==> config.mk <==
export PLATFORM = sky130hd
export DESIGN_NAME = pipelined_adder_unit
export DESIGN_NICKNAME = d
export VERILOG_FILES = /design/src/rtl/pipelined_adder_unit.sv
export SDC_FILE = /design/constraint.sdc
export NUM_CORES = 1
export LEC_CHECK = 0
export ABC_AREA = 1
export ABC_CLOCK_PERIOD_IN_PS = 2400
export BUFFER_PORTS_ARGS = -buffer_cell sky130_fd_sc_hd__buf_2
export CAP_MARGIN = 10
export CELL_PAD_IN_SITES_DETAIL_PLACEMENT = 1
export CELL_PAD_IN_SITES_GLOBAL_PLACEMENT = 2
export CORE_AREA = 2 2 160 162
export CTS_BUF_LIST = sky130_fd_sc_hd__clkbuf_16
export CTS_CLUSTER_SIZE = 16
export DETAILED_ROUTE_END_ITERATION = 6
export DIE_AREA = 0 0 162 164
export GPL_TIMING_DRIVEN = 0
export PLACE_DENSITY_LB_ADDON = 0.1
export SKIP_CTS_REPAIR_TIMING = 1
export SLEW_MARGIN = 25
export SYNTH_ARGS = -nofsm -noshare
export SYNTH_HDL_FRONTEND = slang
export SYNTH_SLANG_ARGS = --single-unit
==> constraint.sdc <==
create_clock -name clk -period 2.4 [get_ports clk]
set_input_delay 0.48 -clock clk [delete_from_list [all_inputs] [get_ports clk]]
set_output_delay 0.48 -clock clk [all_outputs]
set_load 0.02 [all_outputs]
==> src/rtl/pipelined_adder_unit.sv <==
// pipelined_adder_unit: pipelined add/sub/accumulate unit with valid/ready
// backpressure, carry and signed-overflow flags.
module pipelined_adder_unit #(
    parameter int WIDTH   = 32,
    parameter int LATENCY = 2
) (
    input  logic             clk,
    input  logic             rst_n,
    input  logic             in_valid,
    output logic             in_ready,
    input  logic [1:0]       op,
    input  logic [WIDTH-1:0] a,
    input  logic [WIDTH-1:0] b,
    output logic             out_valid,
    input  logic             out_ready,
    output logic [WIDTH-1:0] c,
    output logic             carry,
    output logic             ovf,
    output logic [WIDTH-1:0] acc
);
    logic [LATENCY-1:0] v_q, cy_q, ov_q;
    logic [WIDTH-1:0]   c_q [LATENCY];
    logic [WIDTH-1:0]   acc_q, acc_d, lhs, rhs, c_d;
    logic [WIDTH:0]     sum;
    logic               sub, clr, take, stall, cy_d, ov_d;

    always_comb begin
        sub   = op == 2'b01;
        clr   = op == 2'b11;
        stall = v_q[LATENCY-1] && !out_ready;
        take  = in_valid && !stall;
        lhs   = op[1] ? acc_q : a;
        // subtraction folds into the adder as a + ~b + 1, so one overflow rule covers all ops
        rhs   = sub ? ~b : op[1] ? a : b;
        sum   = {1'b0, lhs} + {1'b0, rhs} + {{WIDTH{1'b0}}, sub};
        c_d   = clr ? '0 : sum[WIDTH-1:0];
        cy_d  = !clr && sum[WIDTH];
        ov_d  = !clr && (lhs[WIDTH-1] == rhs[WIDTH-1]) && (sum[WIDTH-1] != lhs[WIDTH-1]);
        acc_d = (take && op[1]) ? c_d : acc_q;
    end

    always_ff @(posedge clk or negedge rst_n) begin
        if (!rst_n) begin
            v_q   <= '0;
            cy_q  <= '0;
            ov_q  <= '0;
            acc_q <= '0;
            for (int i = 0; i < LATENCY; i++) c_q[i] <= '0;
        end else begin
            acc_q <= acc_d;
            if (!stall) begin
                v_q[0] <= take;
                if (take) begin
                    c_q[0]  <= c_d;
                    cy_q[0] <= cy_d;
                    ov_q[0] <= ov_d;
                end
                // data moves only with a valid beat so idle stages keep their last result
                for (int i = 1; i < LATENCY; i++) begin
                    v_q[i] <= v_q[i-1];
                    if (v_q[i-1]) begin
                        c_q[i]  <= c_q[i-1];
                        cy_q[i] <= cy_q[i-1];
                        ov_q[i] <= ov_q[i-1];
                    end
                end
            end
        end
    end

    assign in_ready  = !stall;
    assign out_valid = v_q[LATENCY-1];
    assign c         = c_q[LATENCY-1];
    assign carry     = cy_q[LATENCY-1];
    assign ovf       = ov_q[LATENCY-1];
    assign acc       = acc_q;
endmodule

* Word level (Yosys, flattened, before mapping)
Cells that the tools add are included.
** Word-level totals
- Register bits after elaboration :: 102
- Bits of input ports :: 70
- Output and inout bits :: 68
- Logic and storage cells :: 31
** Operators by class
- $add $sub $neg :: 2
- Eq/ne operators :: 4
- Mux-type cells :: 4
- Bitwise operators :: 2
- Reductions and logical operators :: 11
** Operator list (number)
- 32-bit two-way mux :: 4
- 32-bit by 32-bit adder with 33-bit output :: 1
- 33-bit by 1-bit adder with 33-bit output :: 1
- 32-bit NOT :: 1
- 1-bit logical AND :: 6
- 2-bit AND reduction :: 2
- 1-bit zero test :: 3
- 2-bit by 1-bit == test with 1-bit output, second input constant :: 1
- 2-bit == test, second input constant :: 1
- 1-bit == test :: 1
- 1-bit inequality test :: 1
- 1-bit NOT :: 1

* Logic depth before layout (Yosys ltp)
- Depth after elaboration :: 6
- Mapped depth :: 20
- Mapped depth without buffers :: 18

* Worst setup path after synthesis
OpenSTA, ideal clock, no wires.
- Kind :: input port to flip-flop
- Start :: input port op[1]
- End :: register acc_q[16] (netlist: acc[16])
- Library setup time :: 131 ps
- Data arrival time :: 2556 ps
- Data required time :: 2269 ps
- Setup slack :: -287 ps
- Stages on the path :: 17
- Buffers on the path :: 3
- Path through :: buf_2 inv_2 nand2_1 buf_2 buf_2 fa_1 inv_1 fa_1 nand3_1 nand3_1 nand3_1 nand3_2 nand2_1 nand2_1 nand2_1 nand4_1 o21ai_0
** Between the ends
- Word-level cells in the longest chain between the ends :: 5
- Elaborated cells between the ends (all ways) :: 9
- Classes of those cells :: 2 x add/sub; 2 x eq/ne; 4 x mux; 1 x reduce/logical
** Ends and longest elaborated chain
- start: declaration :: RTL line 11 : input logic [1:0] op,
- 2-bit by 1-bit == test with 1-bit output / 32-bit two-way mux (equally long branches) :: RTL line 28, 34
- 32-bit two-way mux :: RTL line 34 : rhs = sub ? ~b : op[1] ? a : b;
- 32-bit by 32-bit adder with 33-bit output :: RTL line 35 : sum = {1'b0, lhs} + {1'b0, rhs} + {{WIDTH{1'b0}}, sub};
- 33-bit by 1-bit adder with 33-bit output :: RTL line 35
- 32-bit two-way mux :: RTL line 36 : c_d = clr ? '0 : sum[WIDTH-1:0];
- end signal: assignment :: RTL line 47 : acc_q <= '0;
- end signal: assignment :: RTL line 50 : acc_q <= acc_d;
- end: declaration :: RTL line 23 : logic [WIDTH-1:0] acc_q, acc_d, lhs, rhs, c_d;
Several ways; a longest one is shown, not always the timed one.
A chain may end at the register's enable or synchronous reset.

* Final worst setup path
- Start :: input port op[1]
- End :: register acc_q[12] (netlist: acc[12])
The elaborated chain is that of the path after synthesis.

==> reports/metrics.csv <==
metric,value,unit
status,"complete, but fails checks",
violations,setup timing,
fin_crit_sh,104,%
grt_first_pass_wirelength,44200,um
slowest_stage,fa_2,
ant_nets,0,
rr_startpoint,acc[0]$_DFFE_PN0P_,
syn_to_final_growth,38.9,%
grt_use_met3,2.07,%
ir_drop,0.364,mV
mappedNetlistArea,0.00757,mm2
start_kind,input port,
dr.pass1.iters,5,
cp.buffers_inverters,4,
use_met1,32.9,%
drv_cap,0,
cts-buffers-inserted,9,
nFillCells,3116,
ys_ff_latch,102,
grt_usage,22.0,%
synth.yosys.seq_area_share,33.7,%
drt_iter0_drc,384,
core_area,0.0248,mm2
worstSkewPairLatency,0.37,ns
p_leak,5.58,nW
top_usage_layer,met2,
relSlewSlack,55.0,%
fin_worst_skew,0.0197,ns
fp-row-count,58,
start_util,30.5,%
tritoncts,done,
powerDensity,926,mW/mm2
gp_congestion,0.828,
fp.dieW,162,um
antenna_found_initial,0,
fp.dieH,164,um
crit_path_end_kind,flip-flop,
drc,0,
worst_pin_slew,0.674,ns
path_delay_family,compound AO/OA/AOI/OAI gates,
path_cells,buf_12 -> buf_2 -> nor2_1 -> o22a_1 -> fa_2 -> inv_4 -> fa_2 -> nand3_2 -> nand3_4 -> nand3_2 -> nand3_4 -> buf_12 -> a21oi_1 -> o21ai_2 -> o21ai_1,
synth_cells,1130,
use_met2,34.6,%
vias,7943,
slew_violations,0,
synthDistinctLibCells,36,
hold_slack,0.00301,ns
viasPerCell,4.81,
gr-total-overflow,0,
routed_wirelength,29900,um
critPathKind,input port to flip-flop,
clockRootBuffer,clkbuf_16,
clk_pin_slew,0.09,ns
syn_nets,1233,
yosys.area.top_type_share,33.7,%
r2r_end,acc[12]$_DFFE_PN0P_,
r2r_cells,14,
grt_max_degree,72,
setup_viol,13,
rrSetupSlack,-0.04,ns
yosysTopAreaCell,dfrtp_1,
antenna_cells,0,
dpl.cell_count,1597,
postLayoutSetupSlackWorst,-0.0888,ns
fmax,0.402,GHz
cp_max_fo,10,
drive_gt1_share,39.5,%
htreeDepth,3,
dieArea,0.0266,mm2
period_minus_slack,2.49,ns
total_power,0.00973,W
cp_slowest_stage_delay,0.37,ns
cts_sinks,102,
finalHoldViolCount,0,
yosys-top-cells-area,"dfrtp_1 34%, nand2_1 20%, inv_1 7.2%",
hpwlAfterDp,23300,um
hold_path_class,input port to async pin,
ys_warn_count,0,
wl_per_cell,18.1,um
num-nets-final,1418,
num_io_pins,138,
required,2.70,ns
rsz0062_at_grt,true,
final_cells,1650,
arrival,2.79,ns
synth.avg_cell_area,6.70,um2
cts_buffer_depth,2,
grt_pass1_vias,7592,
port_buffers,136,
==> worst max path at each step <==
stage                from                   to  cells past startpoint
CTS                 op[1]  c_q[63]$_DFFE_PN0P_                     16
finish              op[1]  acc[12]$_DFFE_PN0P_                     15
detailed placement  op[1]  c_q[63]$_DFFE_PN0P_                     16
floorplan           op[1]  cy_q[0]$_DFFE_PN0P_                     19
global placement    op[1]  c_q[63]$_DFFE_PN0P_                     16
global route        op[1]  c_q[44]$_DFFE_PN0P_                     15
==> sequential cells by signal, summed over array words and instances (netlist names) <==
signal	cells
cy_q	2
c_q	32
v_q	2
ov_q	2
acc	32
c	32
==> final cells by class <==
class	instances	area [um2]	share of cell area, %
clock buffer	9	225	2.14
clock inverter	7	71.3	0.679
multi-input combinational	803	5040	48.0
buffer	73	548	5.22
timing repair buffer	174	1070	10.2
sequential	102	2550	24.3
inverter	152	591	5.62
tap	330	413	3.93
==> layout by cell type, fill, tap and decap left out, drive strengths merged, types with 31 or more instances in the layout <==
cell type / synthesis / layout
nand2: 419 / 419
buf: 55 / 229
inv: 152 / 155
dfrtp: 102 / 102
o21ai: 98 / 98
nor2: 71 / 71
nand3: 41 / 41
nand4: 36 / 36
o22ai: 31 / 31
ha: 31 / 31
==> power by group <==
group	internal [W]	total [W]	switching, W
logic	0.00220	0.00543	0.00322
registers	0.00237	0.00275	0.000385
clock network	0.000736	0.00155	0.000818
==> routing by layer <==
layer / vias up / part of all wire (%)
met5: - / 0
met4: 0 / 0.96
met3: 18 / 3.7
met2: 159 / 45
met1: 3823 / 50
li1: 3943 / -
==> kinds of logic (layout without fill, tap and decap cells) <==
group                    Yosys count  after routing  synth area share, %
AO/OA/AOI/OAI                    156            156                 11.1
XOR/XNOR                           1              1                0.116
adder cells (fa/ha/maj)           33             33                 5.65
buffers and inverters            225            415                 13.1
flip-flops                       102            102                 33.7
multiplexers                      26             26                 3.87
AND/OR/NAND/NOR                  587            587                 32.4
==> Yosys cell counts, drive strengths merged <==
| cell | number |
|---|---|
| clkbuf | 18 |
| o21a | 1 |
| o21bai | 1 |
| nor3 | 6 |
| a21oi | 23 |
| mux2 | 26 |
| and2 | 3 |
| buf | 55 |
| o22a | 1 |
| nor4 | 1 |
| dfrtp | 102 |
| ha | 31 |
| or2 | 8 |
| inv | 152 |
| o21ai | 98 |
| nand4 | 36 |
| o22ai | 31 |
| fa | 2 |
| xnor2 | 1 |
| and3 | 1 |
| nand3b | 1 |
| nand3 | 41 |
| a21o | 1 |
| nor2 | 71 |
| nand2 | 419 |
==> metrics by stage <==
step | utilization, % | setup TNS (ns) | worst slack [ns] | area, um2
floorplan | - | -0.944 | -0.0825 | 7650
global placement | 35.2 | -90.76 | -0.983 | 8740
detailed placement | 35.3 | -45.18 | -1.02 | 8770
CTS | 36.5 | -22.18 | -0.666 | 9070
global route | 42.3 | -4.98 | -0.200 | 10500
finish | 42.3 | -0.463 | -0.0888 | 10500
Note: power is estimated with default switching activity, not from simulation.
